--- config.mk ---
export PLATFORM = sky130hd
export DESIGN_NAME = instr_encoder_loader
export DESIGN_NICKNAME = d
export VERILOG_FILES = /design/src/rtl/instr_encoder_loader.sv
export SDC_FILE = /design/constraint.sdc
export NUM_CORES = 1
export LEC_CHECK = 0
export CAP_MARGIN = 5
export CORE_ASPECT_RATIO = 2
export CORE_MARGIN = 5
export CORE_UTILIZATION = 30
export DETAILED_ROUTE_END_ITERATION = 7
export GPL_ROUTABILITY_DRIVEN = 0
export HOLD_SLACK_MARGIN = 0.06
export PLACE_DENSITY_LB_ADDON = 0.05
export SETUP_SLACK_MARGIN = 0.15
export SYNTH_ARGS = -nofsm -noshare
export SYNTH_HDL_FRONTEND = slang
export SYNTH_SLANG_ARGS = --single-unit
--- constraint.sdc ---
create_clock -name clk -period 1.7 [get_ports clk]
set_input_delay 0.34 -clock clk [delete_from_list [all_inputs] [get_ports clk]]
set_output_delay 0.34 -clock clk [all_outputs]
set_load 0.005 [all_outputs]
--- src/rtl/instr_encoder_loader.sv ---
// Boot/test program loader: encodes decoded instruction fields into RV32I words and
// writes them into instruction memory from word 0 until a HALT is written.
//
//   state   | meaning
//   IDLE    | after reset, waiting for start
//   LOAD    | accepting field beats, one memory write per accepted beat
//   DRAIN   | HALT write on the bus, no further beats accepted
//   DONE    | load complete, done held until start or reset
module instr_encoder_loader #(
   parameter int ADDR_W = 9
) (
   input  logic              clk,
   input  logic              reset,
   input  logic              start,
   input  logic              in_valid,
   output logic              in_ready,
   input  logic [2:0]        in_kind,
   input  logic [2:0]        in_funct3,
   input  logic              in_f7b5,
   input  logic [4:0]        in_rd,
   input  logic [4:0]        in_rs1,
   input  logic [4:0]        in_rs2,
   input  logic [20:0]       in_imm,
   output logic              imem_we,
   output logic [ADDR_W-1:0] imem_addr,
   output logic [31:0]       imem_wdata,
   output logic [ADDR_W:0]   word_count,
   output logic              done,
   output logic              overflow
);

   typedef enum logic [1:0] {S_IDLE, S_LOAD, S_DRAIN, S_DONE} state_t;

   localparam logic [2:0]  K_R    = 3'd0;
   localparam logic [2:0]  K_I    = 3'd1;
   localparam logic [2:0]  K_LW   = 3'd2;
   localparam logic [2:0]  K_SW   = 3'd3;
   localparam logic [2:0]  K_BR   = 3'd4;
   localparam logic [2:0]  K_JAL  = 3'd5;
   localparam logic [2:0]  K_JALR = 3'd6;
   localparam logic [31:0] HALT_WORD = 32'h0000_007F;

   state_t              state_q, state_d;
   logic [ADDR_W-1:0]   ptr_q, ptr_d;
   logic [ADDR_W:0]     count_q, count_d;
   logic                we_q, we_d;
   logic [ADDR_W-1:0]   addr_q, addr_d;
   logic [31:0]         wdata_q, wdata_d;
   logic                done_q, done_d;
   logic                ovf_q, ovf_d;
   logic [31:0]         enc_word;
   logic                accept;
   logic                is_halt;
   logic                is_full;

   assign in_ready = (state_q == S_LOAD);
   assign accept   = in_valid && in_ready;
   assign is_halt  = (in_kind == 3'd7);
   assign is_full  = (ptr_q == {ADDR_W{1'b1}});

   always_comb begin
      enc_word = HALT_WORD;
      unique case (in_kind)
         K_R:    enc_word = {(in_f7b5 ? 7'h20 : 7'h00), in_rs2, in_rs1, in_funct3, in_rd, 7'h33};
         K_I: begin
            // shift-immediates carry the arithmetic/logical select in bit 30
            if (in_funct3 == 3'b001 || in_funct3 == 3'b101)
               enc_word = {1'b0, in_f7b5, 5'b0, in_imm[4:0], in_rs1, in_funct3, in_rd, 7'h13};
            else
               enc_word = {in_imm[11:0], in_rs1, in_funct3, in_rd, 7'h13};
         end
         K_LW:   enc_word = {in_imm[11:0], in_rs1, 3'b010, in_rd, 7'h03};
         K_SW:   enc_word = {in_imm[11:5], in_rs2, in_rs1, 3'b010, in_imm[4:0], 7'h23};
         K_BR:   enc_word = {in_imm[12], in_imm[10:5], in_rs2, in_rs1, in_funct3,
                             in_imm[4:1], in_imm[11], 7'h63};
         K_JAL:  enc_word = {in_imm[20], in_imm[10:1], in_imm[11], in_imm[19:12], in_rd, 7'h6F};
         K_JALR: enc_word = {in_imm[11:0], in_rs1, 3'b000, in_rd, 7'h67};
         default: enc_word = HALT_WORD;
      endcase
   end

   always_comb begin
      state_d = state_q;
      ptr_d   = ptr_q;
      count_d = count_q;
      we_d    = 1'b0;
      addr_d  = addr_q;
      wdata_d = wdata_q;
      done_d  = done_q;
      ovf_d   = ovf_q;
      unique case (state_q)
         S_IDLE, S_DONE: begin
            if (start) begin
               state_d = S_LOAD;
               ptr_d   = '0;
               count_d = '0;
               done_d  = 1'b0;
               ovf_d   = 1'b0;
            end
         end
         S_LOAD: begin
            if (accept) begin
               we_d    = 1'b1;
               addr_d  = ptr_q;
               ptr_d   = ptr_q + 1'b1;
               count_d = count_q + 1'b1;
               if (is_halt) begin
                  wdata_d = HALT_WORD;
                  state_d = S_DRAIN;
               end else if (is_full) begin
                  // last slot is reserved for the HALT so the core never runs off the end
                  wdata_d = HALT_WORD;
                  ovf_d   = 1'b1;
                  state_d = S_DRAIN;
               end else begin
                  wdata_d = enc_word;
               end
            end
         end
         S_DRAIN: begin
            state_d = S_DONE;
            done_d  = 1'b1;
         end
         default: state_d = S_IDLE;
      endcase
   end

   always_ff @(posedge clk) begin
      if (reset) begin
         state_q <= S_IDLE;
         ptr_q   <= '0;
         count_q <= '0;
         we_q    <= 1'b0;
         addr_q  <= '0;
         wdata_q <= '0;
         done_q  <= 1'b0;
         ovf_q   <= 1'b0;
      end else begin
         state_q <= state_d;
         ptr_q   <= ptr_d;
         count_q <= count_d;
         we_q    <= we_d;
         addr_q  <= addr_d;
         wdata_q <= wdata_d;
         done_q  <= done_d;
         ovf_q   <= ovf_d;
      end
   end

   assign imem_we    = we_q;
   assign imem_addr  = addr_q;
   assign imem_wdata = wdata_q;
   assign word_count = count_q;
   assign done       = done_q;
   assign overflow   = ovf_q;

endmodule

* After elaboration in Yosys (flattened, before gate mapping)
Index checks and enable logic that the tools add are counted.
** Word-level totals
- Flip-flop bits (word level) :: 65
- Output and inout bits :: 55
** Cells by class
- Add/subtract/negate cells :: 2
- Equality and inequality tests :: 18
- Mux-type cells :: 23
- Bitwise gates (word level) :: 1
- Reduce and logical (&&, ||, !) cells :: 13
** Operator list (count)
- 32-bit one-hot mux with 7 select lines :: 1
- 32-bit 2-to-1 mux :: 3
- 10-bit 2-to-1 mux :: 2
- 10-bit one-hot mux with 2 select lines :: 1
- 9-bit 2-to-1 mux :: 2
- 9-bit one-hot mux with 2 select lines :: 1
- 3-bit equality test (second input constant) :: 5
- 10-bit by 1-bit adder with 10-bit output (second input constant) :: 1
- 9-bit by 1-bit adder with 9-bit output (second input constant) :: 1
- 9-bit equality test (second input constant) :: 1
- 2-bit 2-to-1 mux :: 4
- 3-bit by 1-bit equality test with 1-bit output (second input constant) :: 2
- 3-bit by 2-bit equality test with 1-bit output (second input constant) :: 2
- 6-bit 2-to-1 mux :: 1
- 2-bit one-hot mux with 3 select lines :: 1
- 3-bit AND reduction :: 2
- 1-bit 2-to-1 mux :: 5
- 5-bit AND reduction :: 1
- 2-bit equality test (second input constant) :: 2
- 2-bit by 1-bit != test with 1-bit output (second input constant) :: 2
- 2-bit != test (second input constant) :: 2
- 1-bit one-hot mux with 2 select lines :: 2
- 2-bit AND reduction :: 2
- 2-bit nonzero test :: 2
- 8 further kinds :: 9

* Depth between registers and ports, before layout
Gate-level depths: netlist (run 1).
- Word-level depth :: 6
- Gate-level depth with buffers :: 10

* Worst setup path before layout (run 1)
No wires, ideal clock.
- Path type :: register to register
- From :: register ptr_q[0]
- To :: register wdata_q[26] (netlist: imem_wdata[26])
- Setup time :: 0.128 ns
- Arrival time :: 1.674 ns
- Required time :: 1.572 ns
- Slack :: -0.101 ns
- Stages on the path, launching flop included :: 11
- Buffers on the path :: 2
- Period minus slack after synthesis :: 1.801 ns
- Path through :: dfxtp_1 -> ha_1 -> nand3_1 -> nor2_1 -> ha_1 -> a31oi_2 -> and2_1 -> buf_2 -> buf_2 -> a32oi_1 -> nor2_1
** Between the ends
- Cells in the longest elaborated chain, start to end :: 3
** Ends and longest elaborated chain
- start, declared :: RTL line 44 : logic [ADDR_W-1:0] ptr_q, ptr_d;
- start signal, assigned :: RTL line 140 : ptr_q <= ptr_d;
- 9-bit equality test :: RTL line 59 : assign is_full = (ptr_q == {ADDR_W{1'b1}});
- 32-bit 2-to-1 mux :: RTL line 110 : end else if (is_full) begin
- 32-bit 2-to-1 mux :: RTL line 107 : if (is_halt) begin
- end signal, assigned :: RTL line 144 : wdata_q <= wdata_d;
- end, declared :: RTL line 48 : logic [31:0] wdata_q, wdata_d;
Every way passes these cells.
A chain may end at the register's enable or synchronous reset.

* Worst setup path in the final report (run 1)
- From :: register state_q[1]
- To :: register count_q[8] (netlist: word_count[8])
** Between the ends
- Cells in the longest elaborated chain, start to end :: 4
- Elaborated cells on any way between the ends :: 10
- Those cells by class :: eq/ne (4); mux (1); reduce/logical (5)
** Ends and longest elaborated chain
- start, declared :: RTL line 43 : state_t state_q, state_d;
- start signal, assigned :: RTL line 139 : state_q <= state_d;
- 2-bit equality test, or another cell as far along :: RTL line 91 : unique case (state_q)
- 2-bit OR reduction or 1-bit logical AND (tied branches) :: RTL line 91, 57
- 2-bit != test (no source line), or another cell as far along
- 3-bit AND reduction (no source line)
- end signal, assigned :: RTL line 141 : count_q <= count_d;
- end, declared :: RTL line 45 : logic [ADDR_W:0] count_q, count_d;
Several ways; a longest one is shown, not always the timed one.

==> qor.txt, run 1 <==
Final core occ - 51.98%
IO Pins - 102
Final Hold Fails - 0
CP Max Fanout - 6
Routed wl met2 - 6473 µm
Slowest stage delay, CP - 430 ps
Ant. Diodes - 0
CP Cell Sequence - inv_4 > ha_4 > buf_6 > or2b_4 > nand4_4 > or4_4 > a21oi_2
Placement row count - 53
Largest net degree at the start of global routing - 45
IO buf count - 101
Synth area leader - dfxtp_1
Async set or reset register ratio after synthesis - 0%
Total CTS buffers - 9
Met1 wire length - 3847 µm
Starting DRT DRC Count - 97
R2r setup slk - 8 ps
Synthesized area - 3189 µm²
Tcrit/Tclk final - 99.54%
Core area - 10480 µm²
Max rail drop VDD - 628.5 µV
Outcome - complete, no violations
Most used DFF post-synth - dfxtp_1
Type of the most critical hold path - in2reg
Die width - 82.91 µm
Total global-route track usage - 16.81%
Detailed Routing Iterations Pass 1 - 4
Final setup vio count - 0
Via density - 5.019
Full die area - 12920 µm²
Data arrival, critical path - 1950 ps
Vias in the first global route - 3460
H-tree depth - 3
Initial antenna violation count - 0
Main area contributors after synthesis - dfxtp_1 (40%), a21oi_1 (8.9%), nand2_1 (5.6%)
Clk_skew - 6.106 ps
Met3 WL - 447 µm
Post-Place Cell Area - 4648 µm²
Non-Filler Instances - 678
DR top layer - met4
Crit Path Class - reg2reg
# clock sinks - 64
Syn_nets - 445
Wirelength per Cell - 16.17 µm
Post-synth EDFFs - 0
Max-slew violations - 0
Worst path required time - 1960 ps
Post-route DRC - 0
Cells after Synth - 392
Critical Path Sink Type - flip-flop
Detailed placement HPWL - 7893 µm
Die span in y - 155.8 µm
Unrepaired setup endpoints after global routing - true
Final ANT Viol Nets - 0
Pre-CTS setup slack - -208.5 ps
CP Launch Type - flip-flop
Worst-Skew Late Latency - 330 ps
Synth top area share - 40.17%
Yosys warning count - 0
Syn-to-layout area delta - 70.77%
Initial Util - 30.44%
Total gr overflow - 0
Total Wirelength - 10970 µm
Commonest non-fill, non-tap cell in the layout - clkdlybuf4s50_1
Share of cells above drive strength 1 - 29.76%
Setup ws final - 7.741 ps
Most frequent cells in the layout - clkdlybuf4s50_1 (60), buf_4 (53), nand2_1 (47), a21oi_1 (47), dfxtp_1 (45)
Post-route cell area - 5446 µm²
Clock Pin Slew Worst Setup and Hold Paths - 60 ps
F_max - 590.9 MHz
Longest Clk Path Bufs - 2
Worst Max-Slew Pin Slew - 542.1 ps
Pwr Total - 5.838 mW
Netlist cell types - 49
Min cycle time layout - 1692 ps
Mean Syn Cell Area - 8.136 µm²
Final nets - 590
Root buffer cell - clkbuf_16
Hold Buf Count CTS - 0
CTS tree - built
Cell Pwr Density - 1072 nW/µm²
Max_cap viols - 0
Crit-path slowest cell - or4_4
Sequential area share after synthesis - 40.17%
Leakage dissipation - 2.373 nW
First-pass GRT wire length - 17340 µm
Vias - 3403
Placed cell count - 644
Worst rel slew slack - 63.86%
Seq cells post-synth - 64
layer usage:
| layer | global-route usage [%] | vias up |
|---|---|---|
| met1 | 16.50 | 1622 |
| met4 | 6.313 | 0 |
| met3 | 3.858 | 13 |
| met5 | 0 | - |
| li1 | - | 1690 |
| met2 | 33.42 | 78 |
worst paths after layout:
path,to,cells after the start,from
min,imem_wdata[5],4,reset
max,word_count[8],7,state_q[1]
max reg2reg,word_count[8],7,state_q[1]
min reg2reg,imem_wdata[24],2,imem_wdata[24]
final cells by class:
class | instances | area [µm²]
sequential | 64 | 1313
clock buffer | 11 | 264.0
timing repair buffer | 162 | 1560
fill | 1049 | 5031
tap | 137 | 171.4
inverter | 8 | 35.03
multi-input combinational | 292 | 2028
clock inverter | 4 | 75.07
stage by stage:
step	hold slack, ps	setup TNS (ps)
4_1_cts	358.2	0
3_3_place_gp	445.6	-4618
5_1_grt	394.2	-608.3
2_1_floorplan	448.3	0
6_report	362.2	0
3_5_place_dp	446.8	-5462
state kept, by name, indices dropped and copies added (netlist names):
signal,cells
done,1
imem_wdata,31
overflow,1
word_count,10
ptr_q,9
state_q,2
imem_we,1
imem_addr,9
critical path: cells and delay by family (launching register included):
family                   cells  cell delay (ps)
AND/OR/NAND/NOR              3              810
flip-flops                   1              370
AO/OA/AOI/OAI                1              120
buffers and inverters        2              160
adder cells (fa/ha/maj)      1              150
cells by family after synthesis:
| family | after synthesis | share of synthesized area [%] |
|---|---|---|
| AND/OR/NAND/NOR | 151 | 24.72 |
| AO/OA/AOI/OAI | 123 | 23.97 |
| flip-flops | 64 | 40.17 |
| buffers and inverters | 37 | 5.492 |
| multiplexers | 6 | 1.922 |
| adder cells (fa/ha/maj) | 6 | 2.354 |
| XOR/XNOR | 5 | 1.373 |
synth_stat cells, types with 8 or more instances:
library cell  number
nor2b_1           12
clkbuf_1          12
o21ai_0           16
nand3_1           10
or3_1              8
dfxtp_1           64
a21oi_1           57
buf_2             11
a211oi_1          13
nor2_1            32
nand2_1           48
timing repair:
| action | in CTS | in global routing |
|---|---|---|
| cloned | 0 | 2 |
| hold endpoints to repair | 0 | 0 |
| endpoints found under the setup margin | 76 | 82 |
| resized for setup | 45 | 80 |
| pin swaps | 15 | 29 |
| setup buffers | 10 | 7 |
power breakdown:
part	leakage (nW)	internal, mW	switching, mW
clock network	0.159	1.40	0.676
logic	1.69	1.02	0.974
registers	0.528	1.65	0.109
total	2.37	4.08	1.76
Power figures use the tool's default switching activity.
==> run 2: changes to the inputs <==
--- a/config.mk
+++ b/config.mk
@@ -13,7 +13,8 @@
 export GPL_ROUTABILITY_DRIVEN = 0
 export HOLD_SLACK_MARGIN = 0.06
 export PLACE_DENSITY_LB_ADDON = 0.05
-export SETUP_SLACK_MARGIN = 0.15
+export RECOVER_POWER = 50
+export SETUP_SLACK_MARGIN = 0.3
 export SYNTH_ARGS = -nofsm -noshare
 export SYNTH_HDL_FRONTEND = slang
 export SYNTH_SLANG_ARGS = --single-unit
==> run 2 against run 1 <==
Net effect:
- the flow now finishes with violations (negative setup slack)
- sequential power is essentially flat
- sequential share of layout area increased by 0.47 points
- clock power increased by 5%
- combinational power hardly changed
- critical path depth unchanged
- critical path type unchanged
- largest cell class unchanged
- largest power group unchanged
==> qor.txt, run 2 (synthesized netlist as in run 1, its figures left out) <==
CP Cell Sequence - buf_6 > ha_4 > buf_6 > or2b_4 > nand4_1 > or3_1 > a21oi_2
CTS tree - built
Worst Max-Slew Pin Slew - 560.1 ps
Hold_sp - reset
Full die area - 12920 µm²
Max rail drop VDD - 570.0 µV
Critical R2R Launch - state_q[0]
Worst-Skew Late Latency - 330 ps
Largest net degree at the start of global routing - 45
Total global-route track usage - 16.25%
Sequential share of power - 29.5%
Most frequent cells in the layout - dlygate4sd2_1 (54), dfxtp_1 (49), nand2_1 (46), clkdlybuf4s50_1 (44), buf_4 (43)
Share of cells above drive strength 1 - 27.93%
Total gr overflow - 0
Setup TNS - -155.8 ps
F_max - 564.6 MHz
Crit-path slowest cell - or3_1
Longest Clk Path Bufs - 2
FF+latch area - 1313 µm²
Initial antenna violation count - 0
Most frequent CP cell - buf_6
Via density - 5.009
Fill cells - 1093
NetSw - 1.784 mW
Reg-to-reg critical path endpoint - ptr_q[5]
Initial Util - 30.44%
Final setup vio count - 6
H-tree depth - 3
Critical Path Sink Type - flip-flop
Largest register FFs - 31
Failing checks - negative setup slack
Logic pwr share - 33.6%
IO Pins - 102
Total CTS buffers - 9
Placement row count - 53
Slowest stage delay, CP - 440 ps
R2r setup slk - -70 ps
Clock share of power - 36.9%
Die span in y - 155.8 µm
Final Hold Fails - 0
Total Wirelength - 10660 µm
Vias - 3376
Syn-to-layout area delta - 67.52%
Data arrival, critical path - 2040 ps
CP Depth - 7
WHS Path Cells - 3
Core area - 10480 µm²
Met1 usage - 16.12%
Ant. Diodes - 0
Clk_skew - 5.428 ps
CP delay by family, top - simple AND/OR/NAND/NOR gates
# clock sinks - 64
Leakage dissipation - 2.195 nW
GR Util met2 - 31.85%
R2R depth - 7
Sw Ratio - 30.18%
Vias in the first global route - 3368
Worst rel slew slack - 62.66%
Clock Pin Slew Worst Setup and Hold Paths - 60 ps
Max_cap viols - 0
IO buf count - 101
Final ANT Viol Nets - 0
Commonest non-fill, non-tap cell in the layout - dlygate4sd2_1
CP Max Fanout - 5
Hold Buf Count CTS - 0
Detailed placement HPWL - 7910 µm
GRT busiest layer - met2
Tcrit/Tclk final - 104.2%
Type of the most critical hold path - in2reg
Post-route DRC - 0
Starting DRT DRC Count - 85
Detailed Routing Iterations Pass 1 - 4
Worst path required time - 1970 ps
Met3 Track Usage GR - 3.488%
Outcome - finished with violations
Max-slew violations - 0
Crit Path Class - reg2reg
Multi-input logic area - 2016 µm²
Die width - 82.91 µm
Cell Pwr Density - 1106 nW/µm²
Setup ws final - -71.04 ps
Sum of buffers and inverters on the critical path - 2
Final nets - 585
Pint - 4.127 mW
Wirelength per Cell - 15.81 µm
Hold EP - imem_wdata[4]
Pre-CTS setup slack - -171.0 ps
Unrepaired setup endpoints after global routing - true
CP Launch Type - flip-flop
Root buffer cell - clkbuf_16
First-pass GRT wire length - 16850 µm
Min cycle time layout - 1771 ps
## run 2: cell types whose count changed in the layout (fill, tap and decap cells not counted), sizes merged
cell,delta
buf,-4
bufbuf,+1
bufinv,+1
clkbuf,-3
clkdlybuf4s50,-16
clkinv,+1
clkinvlp,-2
dlygate4sd2,+36
dlymetal6s2s,-20
inv,+2
## run 2: area by class of cell
class	count	area share [%]
flip-flops and latches	64	24.57
clock inverters	6	2.131
multi-input cells	292	37.73
clock buffers	10	4.473
well taps	137	3.208
repair buffers	157	27.28
inverters	8	0.6089
## run 2: how the worst max path moves through the flow
stage / slack [ps] / startpoint / endpoint
after floorplan: 50 / ptr_q[0] / imem_wdata[26]
after global placement: -130 / in_kind[0] / imem_wdata[13]
after detailed placement: -170 / start / ptr_q[7]
after CTS: -70 / state_q[0] / ptr_q[7]
after global routing: -170 / state_q[0] / ptr_q[5]
final: -70 / state_q[0] / ptr_q[5]
## run 2: what timing repair did
action / in CTS / in global routing
endpoints found under the setup margin: 118 / 64
cloned: 2 / 0
resized for setup: 111 / 33
setup buffers: 3 / 2
pin swaps: 17 / 17
## run 2: worst reg2reg max path: cells and delay by family, from the launching register on
family	cells	cell delay (ps)
compound gates	1	120
buf+inv	2	220
simple gates	3	880
fa+ha+maj	1	160
flops	1	340
## run 2: power groups by stage
| stage | sequential (mW) | combinational (mW) | clock, mW |
|---|---|---|---|
| after floorplan | 1.78 | 0.965 | 0 |
| after CTS | 1.74 | 1.97 | 2.24 |
| final | 1.74 | 1.98 | 2.18 |
| after global placement | 1.77 | 1.75 | 0 |
| after global routing | 1.76 | 2.16 | 2.31 |
| after detailed placement | 1.77 | 1.77 | 0 |
## run 2: metal layers
metal  vias up  part of all wire (%)
li1       1684                     -
met1      1608                    36
met2        66                    58
met3        18                   3.7
met4         0                   2.6
met5         -                     0
## run 2: metrics by stage
step,std cells,power (mW),area (µm²),util [%],hold slack [ps]
3_3_place_gp,651,3.521,4703,44.89,444.5
3_5_place_dp,651,3.546,4703,44.89,451.6
6_report,674,5.911,5343,50.99,381.2
4_1_cts,672,5.957,5231,49.93,360.3
2_1_floorplan,392,2.741,3294,-,448.3
5_1_grt,674,6.230,5343,50.99,405.9
==> run 3: changes to the inputs <==
--- a/config.mk
+++ b/config.mk
@@ -5,14 +5,13 @@
 export SDC_FILE = /design/constraint.sdc
 export NUM_CORES = 1
 export LEC_CHECK = 0
-export CAP_MARGIN = 5
+export CAP_MARGIN = 40
 export CORE_ASPECT_RATIO = 2
 export CORE_MARGIN = 5
 export CORE_UTILIZATION = 30
 export DETAILED_ROUTE_END_ITERATION = 7
 export GPL_ROUTABILITY_DRIVEN = 0
-export HOLD_SLACK_MARGIN = 0.06
-export PLACE_DENSITY_LB_ADDON = 0.05
+export HOLD_SLACK_MARGIN = 0.08
 export RECOVER_POWER = 50
 export SETUP_SLACK_MARGIN = 0.3
 export SYNTH_ARGS = -nofsm -noshare
==> run 3 against run 2 <==
Net effect:
- the run now ends clean
- hold slack worse by 21 ps
- register-to-register slack better by 80 ps
- routed wire length down 2.1%
- clock power down 26%
- clock skew down 0.99 ps
- global-route usage down 0.24 points
- worst setup slack better by 76 ps
- sequential share of layout area up 0.23 points
- largest power group is now combinational cells
- highest routed layer unchanged
==> qor.txt, run 3 (synthesized netlist as in run 1, its figures left out) <==
Outcome - complete, no violations
Ant. Diodes - 0
Type of the most critical hold path - in2reg
CP Launch Type - flip-flop
Detailed Routing Iterations Pass 1 - 4
Worst-Skew Late Latency - 330 ps
Data arrival, critical path - 1960 ps
Vias - 3387
F_max - 589.9 MHz
Setup TNS - 0 ps
Max_cap viols - 0
First-pass GRT wire length - 16620 µm
Die span in y - 155.8 µm
Total global-route track usage - 16.01%
Max rail drop VDD - 493.1 µV
Die width - 82.91 µm
Worst Max-Slew Pin Slew - 290.5 ps
Final setup vio count - 0
H-tree depth - 3
Total gr overflow - 0
CTS tree - built
Worst rel slew slack - 80.63%
GRT busiest layer - met2
Clk_skew - 4.434 ps
Initial antenna violation count - 0
Full die area - 12920 µm²
Via density - 5.048
Detailed placement HPWL - 7829 µm
Vias in the first global route - 3442
Syn-to-layout area delta - 63.08%
Max-slew violations - 0
IO buf count - 101
Core area - 10480 µm²
Met1 usage - 15.84%
Final Hold Fails - 0
Share of cells above drive strength 1 - 25.28%
# clock sinks - 64
Cell Pwr Density - 1025 nW/µm²
Most frequent cells in the layout - dfxtp_1 (59), dlygate4sd2_1 (54), a21oi_1 (47), nand2_1 (46), buf_4 (45)
Crit Path Class - reg2reg
Starting DRT DRC Count - 92
Initial Util - 30.44%
Largest register FFs - 31
Final core occ - 49.64%
Root buffer cell - clkbuf_16
Clock Pin Slew Worst Setup and Hold Paths - 50 ps
Hold Buf Count CTS - 0
Total CTS buffers - 9
Longest Clk Path Bufs - 2
Commonest non-fill, non-tap cell in the layout - dfxtp_1
Total Wirelength - 10440 µm
Largest net degree at the start of global routing - 24
IO Pins - 102
GR Util met2 - 30.86%
CP Max Fanout - 6
Post-route cell area - 5201 µm²
Wirelength per Cell - 15.56 µm
Leakage dissipation - 2.127 nW
Post-Place Cell Area - 4658 µm²
Unrepaired setup endpoints after global routing - true
Final ANT Viol Nets - 0
Placement row count - 53
Worst path required time - 1960 ps
Min cycle time layout - 1695 ps
Post-route DRC - 0
Tcrit/Tclk final - 99.72%
Critical Path Sink Type - flip-flop
Final nets - 584
Met3 Track Usage GR - 3.488%
## run 3: changes by cell type in the layout (fill, tap and decap cells not counted), sizes merged
cell,before,now
bufinv,3,0
clkbuf,10,13
inv,10,8
bufbuf,1,0
## run 3: area by class of cell
| class | instances | area [µm²] |
|---|---|---|
| inverter | 8 | 32.53 |
| sequential | 64 | 1290 |
| multi-input combinational | 292 | 2041 |
| clock buffer | 13 | 250.2 |
| fill | 1080 | 5276 |
| timing repair buffer | 156 | 1411 |
| clock inverter | 1 | 5.005 |
| tap | 137 | 171.4 |
## run 3: final timing paths
check                           slack [ps]             end           start  cells after the start
worst max-delay path                     5   word_count[9]      state_q[0]                      6
worst min-delay path                   360        ptr_q[7]           reset                      4
worst max register to register           5   word_count[9]      state_q[0]                      6
worst min register to register         450  imem_wdata[18]  imem_wdata[18]                      2
## run 3: what timing repair did
item	4_1_cts	5_1_grt
endpoints found under the setup margin	117	62
gates resized for setup	105	35
setup buffers	7	4
gates cloned	1	0
pin swaps	20	15
## run 3: routing by layer
metal / vias to the layer above / wire, µm / part of all wire [%]
met2: 82 / 5853 / 56
met1: 1608 / 3921 / 38
met4: 0 / 308 / 3.0
li1: 1676 / - / -
met5: - / 0 / 0
met3: 21 / 354 / 3.4
## run 3: per-stage QoR
stage	total power [mW]	instances	setup WS [ps]	hold slack, ps
after floorplan	2.741	392	52.59	448.3
after detailed placement	3.482	645	-149.4	445.5
after CTS	5.258	667	27.50	379.1
final	5.331	671	4.758	360.2
after global placement	3.459	645	-128.3	444.0
after global routing	5.626	671	-46.78	376.3
## run 3: critical path: stages, from the launching register on
cell and delay [ps]:
dfxtp_4 350, buf_6 110, ha_4 160, or2b_4 260, nand4_4 150, or4_4 450
a21oi_2 140
## run 3: power breakdown
group	internal (mW)	switching [mW]
combinational	0.975	0.985
clock	1.01	0.609
sequential	1.65	0.107
